### src/rtl/if_fetch_unit.sv
// Instruction-fetch stage. It owns the fetch PC and keeps at most one request
// in flight to instruction memory. Returned words are buffered in a small FIFO
// and presented to decode. Redirects from EX flush the buffer. Any response
// still in flight at a redirect is discarded.
module if_fetch_unit #(
  parameter logic [31:0] RESET_PC   = 32'h0000_0000,
  parameter int unsigned FIFO_DEPTH = 2
) (
  input  logic        clock,
  input  logic        reset,
  // instruction memory
  output logic        imem_req_op,
  output logic [31:0] imem_addr_op,
  input  logic        imem_gnt_ip,
  input  logic        imem_rvalid_ip,
  input  logic [31:0] imem_rdata_ip,
  // decode / EX control
  input  logic        stall_ip,
  input  logic        flush_ip,
  input  logic [31:0] redirect_pc_ip,
  // decode side
  output logic        instr_data_valid_op,
  output logic [31:0] instr_data_op,
  output logic [31:0] pc_op,
  output logic [31:0] pc4_op,
  output logic        fetch_misaligned_op
);

  localparam int unsigned PtrW = $clog2(FIFO_DEPTH);
  localparam int unsigned CntW = PtrW + 1;
  localparam int unsigned OccW = CntW + 1;

  // StWaitRsp: granted response will be kept; StDrop: granted response is wrong-path
  typedef enum logic [1:0] {StFetch, StWaitRsp, StDrop} state_e;

  state_e          state_q, state_d;
  logic [31:0]     fetch_pc_q, fetch_pc_d;
  logic [31:0]     req_pc_q, req_pc_d;
  logic            req_hold_q, req_hold_d;
  logic            misaligned_q, misaligned_d;

  logic [31:0]     fifo_pc_q    [FIFO_DEPTH];
  logic [31:0]     fifo_instr_q [FIFO_DEPTH];
  logic [PtrW-1:0] wr_ptr_q, wr_ptr_d;
  logic [PtrW-1:0] rd_ptr_q, rd_ptr_d;
  logic [CntW-1:0] count_q, count_d;

  logic            push;
  logic            pop;
  logic            fire;
  logic            rsp_clear;
  logic            slot_claimed;
  logic [OccW-1:0] occupancy;

  // Only the word-select bits of the redirect matter; bit 0 is ignored.
  logic            unused_redirect_lsb;
  assign unused_redirect_lsb = redirect_pc_ip[0];

  // Decode-side view of the FIFO head.
  always_comb begin
    instr_data_valid_op = (count_q != '0) && !flush_ip;
    instr_data_op       = fifo_instr_q[rd_ptr_q];
    pc_op               = fifo_pc_q[rd_ptr_q];
    pc4_op              = fifo_pc_q[rd_ptr_q] + 32'd4;
    fetch_misaligned_op = misaligned_q;
    imem_addr_op        = fetch_pc_q;
  end

  // Request issue and FSM next state.
  always_comb begin
    state_d      = state_q;
    pop          = instr_data_valid_op && !stall_ip;
    push         = (state_q == StWaitRsp) && imem_rvalid_ip && !flush_ip;
    // A kept response (in flight or landing now) already owns a FIFO slot.
    slot_claimed = (state_q == StWaitRsp);
    // The memory interface is free once any pending response has returned.
    rsp_clear    = (state_q == StFetch) || imem_rvalid_ip;
    occupancy    = OccW'(count_q) - OccW'(pop) + OccW'(slot_claimed);

    // A request already on the bus stays up until granted so its address is stable.
    imem_req_op  = !reset && !flush_ip && rsp_clear &&
                   (req_hold_q || (occupancy < OccW'(FIFO_DEPTH)));
    fire         = imem_req_op && imem_gnt_ip;

    unique case (state_q)
      StFetch: begin
        if (fire) state_d = StWaitRsp;
      end
      StWaitRsp, StDrop: begin
        if (imem_rvalid_ip) state_d = fire ? StWaitRsp : StFetch;
      end
      default: state_d = StFetch;
    endcase

    // A redirect turns any still-unanswered response into one to throw away.
    if (flush_ip) begin
      state_d = ((state_q != StFetch) && !imem_rvalid_ip) ? StDrop : StFetch;
    end

    fetch_pc_d   = fetch_pc_q;
    if (flush_ip) begin
      fetch_pc_d = {redirect_pc_ip[31:2], 2'b00};
    end else if (fire) begin
      fetch_pc_d = fetch_pc_q + 32'd4;
    end

    req_pc_d     = fire ? fetch_pc_q : req_pc_q;
    req_hold_d   = imem_req_op && !imem_gnt_ip;
    misaligned_d = flush_ip && redirect_pc_ip[1];
  end

  // FIFO pointer and occupancy next state.
  always_comb begin
    wr_ptr_d = wr_ptr_q;
    rd_ptr_d = rd_ptr_q;
    count_d  = count_q;
    if (flush_ip) begin
      wr_ptr_d = '0;
      rd_ptr_d = '0;
      count_d  = '0;
    end else begin
      if (push) wr_ptr_d = wr_ptr_q + PtrW'(1);
      if (pop)  rd_ptr_d = rd_ptr_q + PtrW'(1);
      count_d = count_q + CntW'(push) - CntW'(pop);
    end
  end

  // Fetch control state.
  always_ff @(posedge clock) begin
    if (reset) begin
      state_q      <= StFetch;
      fetch_pc_q   <= RESET_PC;
      req_pc_q     <= RESET_PC;
      req_hold_q   <= 1'b0;
      misaligned_q <= 1'b0;
    end else begin
      state_q      <= state_d;
      fetch_pc_q   <= fetch_pc_d;
      req_pc_q     <= req_pc_d;
      req_hold_q   <= req_hold_d;
      misaligned_q <= misaligned_d;
    end
  end

  // Instruction buffer; storage is cleared on reset so the head reads as zero.
  always_ff @(posedge clock) begin
    if (reset) begin
      wr_ptr_q <= '0;
      rd_ptr_q <= '0;
      count_q  <= '0;
      for (int i = 0; i < FIFO_DEPTH; i++) begin
        fifo_pc_q[i]    <= '0;
        fifo_instr_q[i] <= '0;
      end
    end else begin
      wr_ptr_q <= wr_ptr_d;
      rd_ptr_q <= rd_ptr_d;
      count_q  <= count_d;
      if (push) begin
        fifo_pc_q[wr_ptr_q]    <= req_pc_q;
        fifo_instr_q[wr_ptr_q] <= imem_rdata_ip;
      end
    end
  end

endmodule
### config.mk
export PLATFORM = sky130hd
export DESIGN_NAME = if_fetch_unit
export DESIGN_NICKNAME = d
export VERILOG_FILES = /design/src/rtl/if_fetch_unit.sv
export SDC_FILE = /design/constraint.sdc
export NUM_CORES = 1
export LEC_CHECK = 0
export CORE_MARGIN = 1
export CORE_UTILIZATION = 50
export DETAILED_ROUTE_END_ITERATION = 6
export GPL_TIMING_DRIVEN = 1
export PLACE_DENSITY = 0.76
export SLEW_MARGIN = 20
export SYNTH_ARGS = -nofsm -noshare
export SYNTH_HDL_FRONTEND = slang
export SYNTH_SLANG_ARGS = --single-unit
### constraint.sdc
create_clock -name clock -period 6.3 [get_ports clock]
set_input_delay 0.63 -clock clock [delete_from_list [all_inputs] [get_ports clock]]
set_output_delay 0.63 -clock clock [all_outputs]
set_load 0.01 [all_outputs]
==> metrics.md, run 1 <==
| Metric | Value |
|---|---|
| Outcome | completed |
| Period utilization | 0.721 |
| Switch Pwr | 641 µW |
| EDFF count, synth | 124 |
| Largest net degree at the start of global routing | 64 |
| Setup TNS Final | 0 ns |
| Int Pwr | 2290 µW |
| # hold bufs at CTS | 0 |
| GP Congestion | 0.890 |
| HP Class | reg2reg |
| Synth warn | 0 |
| Post-DRT Antenna Nets | 0 |
| Ys flop type | edfxtp_1 |
| Fin nets | 1124 |
| #FFs+latches synth | 193 |
| Sequential power share | 0.489 |
| Hold path endpoint | req_pc_q[5] |
| CTS Buf Count | 17 |
| Final hold vios | 0 |
| Tot GR Track Use | 0.227 |
| Static leakage | 0.00426 µW |
| CTS Root Cell | clkbuf_16 |
| Vias | 7058 |
| Pwr dens | 241 mW/mm² |
| Top-area cell type share of the netlist area | 0.393 |
| Number of post-CTS setup repair buffers | 0 |
| Drt initial violations | 440 |
| I/O pin count | 201 |
| Synth async-reset ratio | 0 |
| CP required | 5.67 ns |
| Die area | 0.0195 mm² |
| Die width | 140 µm |
| Mapped Area | 0.00946 mm² |
| Die height | 140 µm |
| Remaining DRCs | 0 |
| Combinational power share | 0.098 |
| Setup Crit Path Kind | reg2out |
| Share of post-route cells with drive strength above 1 | 0.110 |
| Dpl cell area | 0.0115 mm² |
| Worst Reg-to-Reg Cells | 11 |
| Worst R2R Setup Slack | 2.65 ns |
| Critical path peak fanout | 45 |
| Crit path DAT | 3.91 ns |
| Row cnt | 49 |
| Reg clk slew, reported paths | 0.07 ns |
| Area growth, synth to finish | 28.6% |
| Worst slew margin | 0.459 |
| Initial antenna violation count | 0 |
| CORE AREA | 0.0183 mm² |
| Starting Density | 0.518 |
| Worst setup margin | 1.76 ns |
| Origin of the worst min-delay path | req_pc_q[5] |
| R2R Path End | imem_addr_op[6] |
| Clk buf depth | 2 |
| Total of max-cap violations | 0 |
| Residual overflow from global routing | 0 |
| Post-DP HPWL | 14.9 mm |
| H-tree depth | 4 |
| Crit path launch type | flop |
| Most common cell in the netlist | and2_1 |
| Worst skew pair latency | 0.43 ns |
| Register area share after synthesis | 0.539 |
| Distinct cell type count after synthesis | 60 |
| Max IR drop VDD | 189 µV |
| Top cells by count, synth | and2_1, edfxtp_1, nand2_1 |
| F_max | 220 MHz |
| Clk pwr share | 0.413 |
| Average cell area after synthesis | 10.8 µm² |
| I/O Buffers | 193 |
| CTS tree | yes |
| RSZ-0062 raised after global routing | no |
| Clock skew | 0.00749 ns |
| Routed WL per cell | 17.1 µm |
| Hold Path Cell Cnt | 2 |
| Nature of the critical path endpoint | output pin |
| Synthesized instance count | 876 |
| Dpl ws | 1.84 ns |
| Global-route wire length before repair | 34.9 mm |
| Ranking of synthesized cells by area | edfxtp_1, dfxtp_1, and2_1, mux2_2, nand2_1 |
| 1st-pass router iterations | 6 |
| Synth area leader | edfxtp_1 |
| Ant diodes | 0 |
| Vias in the first global route | 6723 |
| Max Transition Viols Final | 0 |
| Fin area | 0.0122 mm² |
| DRT Wirelength | 22.0 mm |
| Number of vias per cell | 5.48 |
| CTS sink count | 193 |
| CTS resizes | 0 |
| Sw frac | 0.219 |
| Final setup violation count | 0 |
| Crit path time final | 4.54 ns |
| Worst slew pin tran | 0.809 ns |
| RR Startpoint | count_q[1] |
-- flip-flops by register name (all words and copies together) (netlist names), named ones only --
signal,flops
count_q,2
req_hold_q,1
imem_addr_op,30
state_q,2
rd_ptr_q,1
req_pc_q,30
fifo_instr_q,64
fetch_misaligned_op,1
fifo_pc_q,60
wr_ptr_q,1
-- power by group through the flow --
| stage | Sequential (µW) | Combinational [µW] | Clock [µW] |
|---|---|---|---|
| 3_5_place_dp | 1460 | 286 | 0 |
| 6_report | 1430 | 287 | 1210 |
| 4_1_cts | 1430 | 288 | 1220 |
| 2_1_floorplan | 1450 | 131 | 0 |
| 3_3_place_gp | 1460 | 283 | 0 |
| 5_1_grt | 1440 | 308 | 1270 |
-- through the flow --
stage	hold slack (ns)	util	cells	total power (µW)
6_report	0.463	0.666	1287	2930
2_1_floorplan	0.440	-	881	1580
3_3_place_gp	0.449	0.629	1255	1740
5_1_grt	0.478	0.666	1287	3020
4_1_cts	0.465	0.666	1287	2940
3_5_place_dp	0.456	0.629	1255	1750
-- final cells by class --
class | instances | area [µm²]
multi-input cells | 611 | 4030
inverters | 17 | 63.8
well taps | 229 | 287
clock inverters | 13 | 233
repair buffers | 205 | 2020
fillers | 1429 | 6100
flip-flops and latches | 193 | 5110
clock buffers | 19 | 433
-- per-layer routing --
layer / GRT usage / wire (µm) / up-vias
li1: - / - / 3454
met4: 0.0763 / 308 / 0
met2: 0.362 / 10100 / 263
met3: 0.0478 / 1640 / 21
met1: 0.310 / 9910 / 3320
met5: 0 / 0 / -
-- logic make-up after synthesis --
kind of cell               count (synthesis)  share of synthesized area
xor gates and xnor gates                  43                     0.0398
muxes                                     66                     0.0773
AOI/OAI and AO/OA                        116                     0.0759
adders and majority gates                  9                     0.0127
buffers and inverters                     77                     0.0405
other                                      1                   0.000396
and+or+nand+nor                          371                      0.214
DFF                                      193                      0.539
-- worst max path at each step --
stage	start	to	slack (ns)	cells after the start
5_1_grt	flop	pc4_op[31]	1.46	7
3_5_place_dp	flush_ip	imem_addr_op[6]	1.84	12
3_3_place_gp	flush_ip	imem_addr_op[6]	1.87	12
4_1_cts	flop	pc4_op[31]	1.71	7
2_1_floorplan	flush_ip	fifo_instr_q[0][0]	1.84	4
6_report	flop	pc4_op[31]	1.76	7
-- layout by cell type, fill, tap and decap left out, types with 23 or more instances in the layout --
master / n
nand3_1: 25
and2_1: 129
xnor2_1: 29
nor2_1: 23
edfxtp_1: 124
clkdlybuf4s50_1: 192
nand2_1: 98
dfxtp_1: 68
mux2_2: 57
a21oi_1: 53
-- worst max-delay path, stage by stage, from the launching register on --
cell	delay, ns
dfxtp_4	0.74
buf_4	0.54
nand3_1	0.15
a221oi_2	0.49
nand3_1	0.40
nor4_1	0.40
xor2_1	0.18
clkdlybuf4s50_1	0.55
(Power assumes the default switching activity.)
==> run 2, diff against run 1 <==
--- a/config.mk
+++ b/config.mk
@@ -6,10 +6,10 @@
 export NUM_CORES = 1
 export LEC_CHECK = 0
 export CORE_MARGIN = 1
-export CORE_UTILIZATION = 50
+export CORE_UTILIZATION = 47
 export DETAILED_ROUTE_END_ITERATION = 6
 export GPL_TIMING_DRIVEN = 1
-export PLACE_DENSITY = 0.76
+export PLACE_DENSITY = 0.75
 export SLEW_MARGIN = 20
 export SYNTH_ARGS = -nofsm -noshare
 export SYNTH_HDL_FRONTEND = slang
==> constraint.sdc (replaced) <==
create_clock -name clock -period 3.9 [get_ports clock]
set_input_delay 0.39 -clock clock [delete_from_list [all_inputs] [get_ports clock]]
set_output_delay 0.39 -clock clock [all_outputs]
set_load 0.01 [all_outputs]
==> metrics.md, run 2 (synthesis gave the netlist of run 1 again) <==
| Metric | Value |
|---|---|
| Outcome | completed |
| Worst R2R Setup Slack | 0.90 ns (-1.75 ns) |
| Crit path DAT | 3.21 ns (-0.70 ns) |
| Max Transition Viols Final | 0 (unchanged) |
| M1 GR Usage | 0.281 (-0.0288) |
| Crit path launch type | flop |
| GP Congestion | 0.906 (+1.8%) |
| Die width | 144 µm (+3.1%) |
| Hold Path Cell Cnt | 3 (+1) |
| Nature of the critical path endpoint | output pin |
| Reg clk slew, reported paths | 0.07 ns (about the same) |
| R2R Path End | imem_addr_op[27] |
| Setup Crit Path Kind | reg2out |
| I/O pin count | 201 (unchanged) |
| Clk buf depth | 2 (unchanged) |
| Met3 Use GR | 0.0413 (-0.00651) |
| Period utilization | 0.923 |
| Final hold vios | 0 (unchanged) |
| Static leakage | 0.00428 µW (+0.34%) |
| Row cnt | 51 (+4.1%) |
| DRT Wirelength | 22.0 mm (+0.22%) |
| Pwr dens | 368 mW/mm² (+53%) |
| CTS Buf Count | 17 (unchanged) |
| Number of post-CTS setup repair buffers | 0 (unchanged) |
| Starting Density | 0.483 (-0.0349) |
| Drt initial violations | 370 (-16%) |
| Area growth, synth to finish | 29.3% |
| H-tree depth | 4 (unchanged) |
| Remaining DRCs | 0 (unchanged) |
| Commonest cells after routing, fill and taps aside | clkdlybuf4s50_1, and2_1, edfxtp_1 |
| Filler instances | 1592 (+11%) |
| Max reg flops | 64 (unchanged) |
| Dpl cell area | 0.0116 mm² (+1.2%) |
| CORE AREA | 0.0196 mm² (+7.2%) |
| Post-DP HPWL | 15.2 mm (+2.4%) |
| Most used routing layer | met2 |
| Fin nets | 1131 (+0.62%) |
| Origin of the worst min-delay path | reset |
| 1st-pass router iterations | 5 (-1) |
| Biggest regs | fifo_instr_q: 64 flops, fifo_pc_q: 60 flops |
| Routed WL per cell | 16.6 µm (-3.0%) |
| Post-DRT Antenna Nets | 0 (unchanged) |
| Worst skew pair latency | 0.43 ns (about the same) |
| Ant diodes | 0 (unchanged) |
| Worst slew pin tran | 0.696 ns (-0.113 ns) |
| Share of post-route cells with drive strength above 1 | 0.119 (+0.00961) |
| Vias | 7031 (-0.38%) |
| Die height | 144 µm (+3.1%) |
| Final setup violation count | 0 (unchanged) |
| Largest net degree at the start of global routing | 68 (+6.3%) |
| CTS sink count | 193 (unchanged) |
| Hold path endpoint | count_q[0] |
| Worst Reg-to-Reg Cells | 10 (-1) |
| CTS Root Cell | clkbuf_16 |
| Vias in the first global route | 6769 (+0.68%) |
| I/O Buffers | 193 (unchanged) |
| Total of max-cap violations | 0 (unchanged) |
| F_max | 278 MHz |
| Die area | 0.0207 mm² (+6.3%) |
| Initial antenna violation count | 0 (unchanged) |
| CP required | 3.51 ns (-2.16 ns) |
| Critical path peak fanout | 32 (-29%) |
| Crit path time final | 3.60 ns |
| # hold bufs at CTS | 0 (unchanged) |
| Placed Cells | 1298 (+3.4%) |
| Worst slew margin | 0.536 (+0.0769) |
| RSZ-0062 raised after global routing | no |
| RR Startpoint | count_q[1] |
| Met2 GRT Util | 0.352 (-0.00965) |
| Most flops, register | fifo_instr_q |
| Max IR drop VDD | 326 µV (+72%) |
| Layout Cells excl Fill | 1330 (+3.3%) |
| Most common cell after layout, fill and taps aside | clkdlybuf4s50_1 |
| Tot GR Track Use | 0.215 (-0.0121) |
| Global-route wire length before repair | 34.4 mm (-1.3%) |
| Residual overflow from global routing | 0 (unchanged) |
| Fin area | 0.0122 mm² (+0.54%) |
| Setup TNS Final | 0 ns (unchanged) |
| Number of vias per cell | 5.29 (-3.6%) |
| CTS tree | yes |
| HP Class | in2reg |
| Clock skew | 0.00913 ns (+0.00165 ns) |
## run 2: changes by cell type in the layout (fill, tap and decap cells not counted), sizes merged
cell	previous run	this run
buf	13	20
bufinv	6	2
clkinv	2	5
inv	19	21
clkbuf	19	18
## run 2: repair_timing
item                                    CTS  global route
endpoints found under the hold margin     0             0
endpoints found under the setup margin    0             2
resized for setup                         0             3
## run 2: worst max-delay path, stage by stage, from the launching register on
cell and delay [ns]:
dfxtp_4 0.58, buf_4 0.37, nand4_1 0.17, a22oi_1 0.35, nand2_1 0.24, nor4_1 0.36
xor2_1 0.17, clkdlybuf4s50_1 0.55
## run 2: worst max-delay path by stage
stage / endpoint / depth (start not counted)
after floorplan: pc4_op[22] / 14
after global placement: imem_addr_op[27] / 10
after detailed placement: imem_addr_op[27] / 10
after CTS: pc4_op[31] / 6
after global routing: pc4_op[30] / 7
final: pc4_op[30] / 7
## run 2: final cells by class
class | instances | area, µm² | area share
timing repair buffer | 212 | 2110 | 0.172
sequential | 193 | 5110 | 0.418
multi-input combinational | 611 | 4040 | 0.330
tap | 265 | 332 | 0.0271
inverter | 17 | 63.8 | 0.00522
clock buffer | 18 | 429 | 0.0351
clock inverter | 14 | 156 | 0.0128
## run 2: per-stage QoR
step / setup slack, ns / hold slack, ns / util / power [µW]
final: 0.300 / 0.349 / 0.625 / 4510
after global placement: 0.492 / 0.449 / 0.594 / 2820
after CTS: 0.198 / 0.337 / 0.624 / 4530
after floorplan: 0.297 / 0.440 / - / 2560
after detailed placement: 0.466 / 0.452 / 0.594 / 2830
after global routing: 0.0971 / 0.368 / 0.625 / 4660
## run 2: power breakdown
group          total (µW)  switching [µW]  internal [µW]
Clock                1720             766            955
Sequential           2310            67.0           2250
Combinational         472             219            254
## run 2: per-layer routing
layer	wire [µm]	part of all wire
met1	9840	0.45
met2	10000	0.45
met3	1720	0.078
met4	457	0.021
met5	0	0
